===== src/rtl/sync10010_tx_if.sv =====
// Handshake and serial-line bundle between a word producer and the 10010-sync transmitter.
// The producer side uses the master modport; the transmitter uses the slave modport.
interface sync10010_tx_if #(
   parameter int unsigned DATA_W = 8
);
   logic              bit_en;
   logic [DATA_W-1:0] din;
   logic              din_valid;
   logic              din_ready;
   logic              j;
   logic              stuff;
   logic              busy;
   logic              done;

   modport master (
      output bit_en, din, din_valid,
      input  din_ready, j, stuff, busy, done
   );

   modport slave (
      input  bit_en, din, din_valid,
      output din_ready, j, stuff, busy, done
   );
endinterface


===== src/rtl/sync10010_tx.sv =====
// Serial frame transmitter: preamble 10010, then payload with stuff bits so the far-end
// 10010 detector fires only on the last preamble bit of each frame.
module sync10010_tx #(
   parameter int unsigned DATA_W    = 8,
   parameter bit          MSB_FIRST = 1'b1
) (
   input logic           clk,
   input logic           rst,
   sync10010_tx_if.slave bus
);
   localparam int unsigned IdxW = $clog2(DATA_W);
   // Counter must also reach 4 during the preamble, even for tiny payloads.
   localparam int unsigned CntW = (IdxW + 1 < 3) ? 3 : IdxW + 1;

   typedef enum logic [2:0] {StIdle, StStart, StPre, StData, StTail} state_e;
   // Mirror of the far-end detector: A="", B="1", C="10", D="100", E="1001".
   typedef enum logic [2:0] {TrkA, TrkB, TrkC, TrkD, TrkE} trk_e;

   state_e            state_q, state_d;
   trk_e              trk_q, trk_d;
   trk_e              trk_after;
   logic              j_q, j_d;
   logic              stuff_q, stuff_d;
   logic              done_q, done_d;
   logic [DATA_W-1:0] data_q, data_d;
   logic [CntW-1:0]   cnt_q, cnt_d;
   logic [IdxW-1:0]   pay_idx;
   logic              pay_bit;
   logic              launch;
   logic              bit_v;
   logic              stuff_v;

   function automatic trk_e trk_next(input trk_e t, input logic b);
      trk_e n;
      n = TrkA;
      case (t)
         TrkA:    n = b ? TrkB : TrkA;
         TrkB:    n = b ? TrkB : TrkC;
         TrkC:    n = b ? TrkB : TrkD;
         TrkD:    n = b ? TrkE : TrkA;
         TrkE:    n = b ? TrkB : TrkC;
         default: n = TrkA;
      endcase
      return n;
   endfunction

   always_comb begin
      pay_idx   = MSB_FIRST ? (IdxW'(DATA_W - 1) - cnt_q[IdxW-1:0]) : cnt_q[IdxW-1:0];
      pay_bit   = data_q[pay_idx];
      trk_after = trk_next(trk_q, pay_bit);
   end

   always_ff @(posedge clk or posedge rst) begin
      if (rst) begin
         state_q <= StIdle;
      end else begin
         state_q <= state_d;
      end
   end

   always_ff @(posedge clk or posedge rst) begin
      if (rst) begin
         trk_q   <= TrkA;
         j_q     <= 1'b0;
         stuff_q <= 1'b0;
         done_q  <= 1'b0;
         data_q  <= '0;
         cnt_q   <= '0;
      end else begin
         trk_q   <= trk_d;
         j_q     <= j_d;
         stuff_q <= stuff_d;
         done_q  <= done_d;
         data_q  <= data_d;
         cnt_q   <= cnt_d;
      end
   end

   always_comb begin
      state_d = state_q;
      trk_d   = trk_q;
      j_d     = j_q;
      stuff_d = stuff_q;
      done_d  = 1'b0;
      data_d  = data_q;
      cnt_d   = cnt_q;
      launch  = 1'b0;
      bit_v   = 1'b0;
      stuff_v = 1'b0;
      case (state_q)
         StIdle: begin
            launch = bus.bit_en;
            if (bus.din_valid) begin
               data_d  = bus.din;
               state_d = StStart;
            end
         end
         StStart: if (bus.bit_en) begin
            // Flush zeros until the far-end detector is back at its empty state.
            launch = 1'b1;
            if (trk_q == TrkA) begin
               bit_v   = 1'b1;
               state_d = StPre;
               cnt_d   = CntW'(1);
            end
         end
         StPre: if (bus.bit_en) begin
            launch = 1'b1;
            bit_v  = (cnt_q == CntW'(3));
            if (cnt_q == CntW'(4)) begin
               state_d = StData;
               cnt_d   = '0;
            end else begin
               cnt_d = cnt_q + CntW'(1);
            end
         end
         StData: if (bus.bit_en) begin
            launch = 1'b1;
            if (trk_q == TrkE && !pay_bit) begin
               bit_v   = 1'b1;
               stuff_v = 1'b1;
            end else begin
               bit_v = pay_bit;
               cnt_d = cnt_q + CntW'(1);
               if (cnt_q == CntW'(DATA_W - 1)) begin
                  if (trk_after == TrkE) begin
                     state_d = StTail;
                  end else begin
                     state_d = StIdle;
                     done_d  = 1'b1;
                  end
               end
            end
         end
         StTail: if (bus.bit_en) begin
            launch  = 1'b1;
            bit_v   = 1'b1;
            stuff_v = 1'b1;
            state_d = StIdle;
            done_d  = 1'b1;
         end
         default: state_d = StIdle;
      endcase
      if (launch) begin
         j_d     = bit_v;
         stuff_d = stuff_v;
         trk_d   = trk_next(trk_q, bit_v);
      end
   end

   always_comb begin
      bus.din_ready = (state_q == StIdle);
      bus.busy      = (state_q != StIdle);
      bus.j         = j_q;
      bus.stuff     = stuff_q;
      bus.done      = done_q;
   end
endmodule

===== src/flat_wrapper.sv =====
// flat-port wrapper written by rule: the top's interface ports become plain ports
module sync10010_tx_flat 
#(
   parameter int unsigned DATA_W    = 8,
   parameter bit          MSB_FIRST = 1'b1
)
  (clk, rst, bus_bit_en, bus_din, bus_din_valid, bus_din_ready, bus_j, bus_stuff, bus_busy, bus_done);
  sync10010_tx_if #(.DATA_W(DATA_W)) bus_i ();
  input logic clk;
  input logic rst;
  input wire logic [$bits(bus_i.bit_en)-1:0] bus_bit_en;
  input wire logic [$bits(bus_i.din)-1:0] bus_din;
  input wire logic [$bits(bus_i.din_valid)-1:0] bus_din_valid;
  output wire logic [$bits(bus_i.din_ready)-1:0] bus_din_ready;
  output wire logic [$bits(bus_i.j)-1:0] bus_j;
  output wire logic [$bits(bus_i.stuff)-1:0] bus_stuff;
  output wire logic [$bits(bus_i.busy)-1:0] bus_busy;
  output wire logic [$bits(bus_i.done)-1:0] bus_done;
  assign bus_i.bit_en = bus_bit_en;
  assign bus_i.din = bus_din;
  assign bus_i.din_valid = bus_din_valid;
  assign bus_din_ready = bus_i.din_ready;
  assign bus_j = bus_i.j;
  assign bus_stuff = bus_i.stuff;
  assign bus_busy = bus_i.busy;
  assign bus_done = bus_i.done;
  sync10010_tx #(.DATA_W(DATA_W), .MSB_FIRST(MSB_FIRST)) u_core (.clk(clk), .rst(rst), .bus(bus_i));
endmodule

===== config.mk =====
export PLATFORM = sky130hd
export DESIGN_NAME = sync10010_tx_flat
export DESIGN_NICKNAME = d
export VERILOG_FILES = /design/src/rtl/sync10010_tx_if.sv /design/src/rtl/sync10010_tx.sv /design/src/flat_wrapper.sv
export SDC_FILE = /design/constraint.sdc
export NUM_CORES = 1
export LEC_CHECK = 0
export ABC_CLOCK_PERIOD_IN_PS = 3900
export CORE_UTILIZATION = 30
export CTS_CLUSTER_SIZE = 14
export DETAILED_ROUTE_END_ITERATION = 10
export PLACE_DENSITY_LB_ADDON = 0.2
export SETUP_SLACK_MARGIN = 0.05
export SLEW_MARGIN = 20
export SYNTH_ARGS = -nofsm -noshare
export SYNTH_HDL_FRONTEND = slang
export SYNTH_SLANG_ARGS = --single-unit

===== constraint.sdc =====
create_clock -name clk -period 3.9 [get_ports clk]
set_input_delay 0.585 -clock clk [delete_from_list [all_inputs] [get_ports clk]]
set_output_delay 0.585 -clock clk [all_outputs]
set_load 0.02 [all_outputs]

Yosys cells after proc, flatten, opt, wreduce, memory -nomap -nowiden
Cells that the tools add are included.

operators by class
  $lt $le $gt $ge = 1
  reductions and logical operators = 11
  muxes and demuxes = 46
  shifts and indexed selects = 0
  divide/modulo/power cells = 0
  equality and inequality tests = 21
  bitwise gates (word level) = 0
  $add $sub $neg = 2
  multipliers = 0

operators with widths
  kind                 number
  $mux 3               12
  $mux 4               6
  $pmux 3 s4           2
  $mux 1               15
  $pmux 3 s5           1
  $eq 3x2->1 const B   4
  $ne 2x2->1 const B   6
  $pmux 4 s3           1
  $eq 3x3->1 const B   3
  $reduce_and 9->1     1
  $eq 4x3->1 const B   2
  $mux 2               4
  $eq 3x1->1 const B   2
  $logic_not 3->1      2
  $ne 2x1->1 const B   3
  $pmux 1 s2           3
  $reduce_and 6->1     1
  $reduce_bool 3->1    2
  $add 4x1->4 const B  1
  $eq 4x2->1 const B   1
  $lt 3x4->1 const B   1
  $pmux 1 s4           1
  $reduce_or 4->1      1
  $bmux 1 s3           1
  other kinds (5)      5

storage, ports and cells
  input port bits = 12
  latch bits = 0
  register bits after elaboration = 21
  memories kept = 0
  memory bits (writable) = 0
  logic and storage cells = 88
  memory bits (read-only) = 0

Longest topological paths before layout
  depth in word-level cells = 11
  gate-level depth with buffers = 8

Worst setup path before layout
Ideal clock, no wire load.

  path kind = flip-flop to flip-flop
  start = register u_core.cnt_q[0]
  end = register u_core.cnt_q[2]
  period minus slack after synthesis = 1.901 ns
  required time = 3.776 ns
  cell stages (with the launch flop) = 9
  arrival time = 1.777 ns
  setup slack = 1.999 ns
  path buffers = 1
  setup time = 0.124 ns
  path through = dfrtp_1 -> buf_4 -> inv_1 -> ha_1 -> nor4bb_1 -> o32a_1 -> o211ai_2 -> and3_1 -> a211o_1

between the ends
  word-level cells in the longest chain between the ends = 7
  elaborated cells between the ends (all ways) = 14

ends and longest elaborated chain
  element                       line                 RTL
  start, declared               sync10010_tx.sv:26   logic [CntW-1:0] cnt_q, cnt_d;
  start signal, assigned        sync10010_tx.sv:75   cnt_q <= cnt_d;
  $sub 3x3->3                   sync10010_tx.sv:48   pay_idx = MSB_FIRST ? (IdxW'(DATA_W - 1) - cnt_q[IdxW-1:0]) : cnt_q[IdxW-1:0];
  $bmux 1 s3                    sync10010_tx.sv:49   pay_bit = data_q[pay_idx];
  $mux 1 (not written as such)  sync10010_tx.sv:49
  $logic_not 1->1               sync10010_tx.sv:119  if (trk_q == TrkE && !pay_bit) begin
  $logic_and 1x1->1             sync10010_tx.sv:119
  $ne 2x2->1 (no line)          -
  $reduce_and 6->1 (no line)    -

Parallel ways exist; a longest one is shown, timed or not. The select of a mux whose other input is x is not followed.
A chain may end at the register's enable or synchronous reset.

Worst setup path after layout
  start = register u_core.state_q[2]
  end = output bus_din_ready

between the ends
  word-level cells in the longest chain between the ends = 1

ends and longest elaborated chain
  element                 line                 RTL
  start, declared         sync10010_tx.sv:19   state_e state_q, state_d;
  start signal, assigned  sync10010_tx.sv:55   state_q <= StIdle;
  start signal, assigned  sync10010_tx.sv:57   state_q <= state_d;
  $logic_not 3->1         sync10010_tx.sv:152  bus.din_ready = (state_q == StIdle);
  end, declared           flat_wrapper.sv:14   output wire logic [$bits(bus_i.din_ready)-1:0] bus_din_ready;

Every way passes these cells.

==> load_flow_metrics.sql <==
INSERT INTO impl_metrics (metric_group, metric, value, unit) VALUES
('run_status', 'outcome', 'completed', ''),
('worst_setup_path', 'worstSetupPathType', 'reg2out', ''),
('synthesis', 'post_synth_num_cell_types', '47', ''),
('synthesis', 'synthesis.instances', '135', ''),
('sta', 'fraction_of_the_cycle_the_final_worst_path_needs', '64.3', '%'),
('global_routing', 'first_global_vias', '995', ''),
('floorplan', 'top_level_ports', '17', ''),
('synthesis', 'synth-async-reset-ratio', '100', '%'),
('worst_setup_path', 'critical_path.n_buffers_inverters', '2', ''),
('sta', 'setup-violations-final', '0', ''),
('final_layout', 'antennaDiodeCount', '0', ''),
('clocking', 'cts_num_sinks', '21', ''),
('route', 'detail_route.wirelength', '2.79', 'mm'),
('worst_setup_path', 'worstPathCellList', 'or3_1 -> inv_1 -> clkdlybuf4s50_1', ''),
('clocking', 'number_of_buffers_created_by_cts', '3', ''),
('clocking', 'cts.path.max_buffers', '2', ''),
('worst_setup_path', 'cpMaxStageDelayCell', 'sky130_fd_sc_hd__clkdlybuf4s50_1', ''),
('floorplan', 'core_region_area', '4140', 'µm²'),
('clocking', 'ctsRootBufferMaster', 'sky130_fd_sc_hd__clkbuf_8', ''),
('sta', 'final.min_clock_period', '2.51', 'ns'),
('synthesis', 'synth_edf_count', '0', ''),
('synthesis', 'synthesis.yosys.warnings', '0', ''),
('synthesis', 'synth.top_cells.by_count', 'sky130_fd_sc_hd__dfrtp_1, sky130_fd_sc_hd__mux2_2, sky130_fd_sc_hd__nor2_1, sky130_fd_sc_hd__o21ai_0, sky130_fd_sc_hd__nand2_1', ''),
('synthesis', 'synth.yosys.seq_area_share', '39.0', '%'),
('place', 'place.gp.congestion', '0.784', ''),
('final_layout', 'fin_nets', '161', ''),
('floorplan', 'fp.dieH', '69.0', 'µm'),
('route', 'drt_first_pass_iters', '4', ''),
('worst_setup_path', 'crit_path_end_kind', 'primary output', ''),
('worst_setup_path', 'startpoint_type', 'register', ''),
('synthesis', 'area_share_of_the_largest_cell_type_after_synthesis', '39.0', '%'),
('sta', 'grt_setup_unrepaired', 'false', ''),
('sta', 'fmax', '0.399', 'GHz'),
('final_layout', 'area_growth', '16.0', '%'),
('sta', 'totalNegativeSetupSlack', '0', 'ns'),
('clocking', 'insertion_delay_to_the_later_sink_of_the_worst_skew_pair', '0.26', 'ns'),
('synthesis', 'netlist.top_cell.by_area', 'sky130_fd_sc_hd__dfrtp_1', ''),
('global_routing', 'grt_usage', '13.3', '%'),
('global_routing', 'grt_start_max_net_pins', '22', ''),
('power', 'power-per-cell-area', '695', 'nW/µm²'),
('worst_setup_path', 'timing.critical_path.arrival', '1.92', 'ns'),
('worst_setup_path', 'worstPathMaxFanout', '17', ''),
('global_routing', 'grt-ovfl-total', '0', ''),
('sta', 'least_margin_pin_slew', '0.823', 'ns'),
('synthesis', 'postSynthRegisterBits', '21', ''),
('floorplan', 'fp.dieArea', '4760', 'µm²'),
('place', 'place.detailed.hpwl', '2.02', 'mm'),
('route', 'drt_iter0_markers', '39', ''),
('sta', 'fin_skew', '0.00769', 'ns'),
('route', 'via_count', '1084', ''),
('route', 'viasPerCell', '5.53', ''),
('clocking', 'cts_htree_levels', '1', ''),
('worst_setup_path', 'critPathRequiredTime', '3.31', 'ns'),
('sta', 'max_slew_vio_count', '0', ''),
('clocking', 'path_clk_slew', '0.08', 'ns'),
('synthesis', 'synth_area_per_cell', '9.97', 'µm²'),
('synthesis', 'post_synth_main_area_contributors', 'sky130_fd_sc_hd__dfrtp_1, sky130_fd_sc_hd__mux2_2, sky130_fd_sc_hd__mux2i_1', ''),
('route', 'ant_nets_after_route', '0', ''),
('final_layout', 'finalNonFillerCells', '196', ''),
('final_layout', 'layout-drive-gt1-share', '13.7', '%'),
('flow_run', 'max_cap_violations', '0', ''),
('floorplan', 'starting_density_of_the_core', '32.5', '%'),
('clocking', 'tritoncts_clock_tree', 'done', ''),
('worst_setup_path', 'cp_slowest_stage_delay', '0.60', 'ns'),
('worst_hold_path', 'hold_path_class', 'reg2reg', ''),
('place', 'dp_cells', '192', ''),
('worst_setup_path', 'r2r_slack', '1.71', 'ns'),
('global_routing', 'wire_length_of_the_first_global_routing_pass', '4.64', 'mm'),
('synthesis', 'ys.flop_type', 'sky130_fd_sc_hd__dfrtp_1', ''),
('power', 'total_power', '1.09', 'mW'),
('global_routing', 'antenna_found_initial', '0', '');
[layout make-up]
type	instances	area (µm²)
Fill cell	425	2580
Tap cell	50	62.6
Sequential cell	21	526
Clock buffer	4	45.0
Multi-Input combinational cell	100	749
Inverter	5	18.8
Timing Repair Buffer	16	160
[worst paths after layout]
path | startpoint | end | depth (start not counted)
setup reg to reg | u_core.cnt_q[0] | u_core.cnt_q[3] | 7
hold / removal | u_core.bus.j | u_core.bus.j | 2
min in group asynchronous | rst | u_core.state_q[2] | 2
setup / recovery | u_core.state_q[2] | bus_din_ready | 3
hold reg to reg | u_core.bus.j | u_core.bus.j | 2
max in group asynchronous | rst | u_core.data_q[3] | 2
[stage by stage]
step / hold WS (ns) / setup slack [ns] / instance area (µm²) / util, %
6_report: 0.483 / 1.39 / 1560 / 37.7
5_1_grt: 0.515 / 1.28 / 1560 / 37.7
4_1_cts: 0.491 / 1.39 / 1560 / 37.7
3_5_place_dp: 0.473 / 1.47 / 1520 / 36.6
3_3_place_gp: 0.462 / 1.54 / 1520 / 36.6
2_1_floorplan: 0.480 / 2.00 / 1350 / -
[placed cells by master, fill, tap and decap left out, types with 3 or more instances in the layout]
cell	instances
sky130_fd_sc_hd__dfrtp_1	21
sky130_fd_sc_hd__clkdlybuf4s50_1	16
sky130_fd_sc_hd__nor2_1	8
sky130_fd_sc_hd__o21ai_0	8
sky130_fd_sc_hd__mux2_2	8
sky130_fd_sc_hd__nand2_1	7
sky130_fd_sc_hd__mux2i_1	5
sky130_fd_sc_hd__inv_1	5
sky130_fd_sc_hd__nor2b_1	4
sky130_fd_sc_hd__o211ai_1	4
sky130_fd_sc_hd__and2_1	3
sky130_fd_sc_hd__a21oi_1	3
sky130_fd_sc_hd__nor4bb_1	3
sky130_fd_sc_hd__nor4b_1	3
sky130_fd_sc_hd__o31ai_1	3
sky130_fd_sc_hd__clkbuf_8	3
[metal layers]
metal | routed length, µm | vias up | global-route usage [%]
met5 | 0 | - | 0
met4 | 34 | 0 | 3.83
met3 | 106 | 5 | 2.96
met2 | 1250 | 24 | 21.1
met1 | 1400 | 531 | 18.0
li1 | - | 524 | -
[registers in the layout, summed over array words and instances, names as in the netlist]
register,flops
u_core.bus.done,1
u_core.bus.j,1
u_core.data_q,8
u_core.trk_q,3
u_core.bus.stuff,1
u_core.cnt_q,4
u_core.state_q,3
[tightest hold or removal path, cell delays in order, from the launching register on]
cell and delay [ns]:
sky130_fd_sc_hd__dfrtp_1 0.35, sky130_fd_sc_hd__nand2_1 0.05, sky130_fd_sc_hd__nand2_1 0.05
[power breakdown]
part	internal (mW)	leakage [nW]	switching (mW)	total (mW)
registers	0.306	0.262	0.128	0.433
clock network	0.0729	0.0228	0.0716	0.145
logic	0.266	0.380	0.242	0.508
total	0.645	0.665	0.441	1.09
[cell families (layout without fill, tap and decap cells)]
logic type	Yosys count	after routing	share of synthesized area [%]
multiplexers	13	13	10.4
adder cells (fa/ha/maj)	2	2	1.86
flip-flops	21	21	39.0
buffers and inverters	14	25	5.30
AO/OA/AOI/OAI	36	36	20.6
AND/OR/NAND/NOR	48	48	22.1
XOR/XNOR	1	1	0.651
Power figures use the tool's default switching activity.
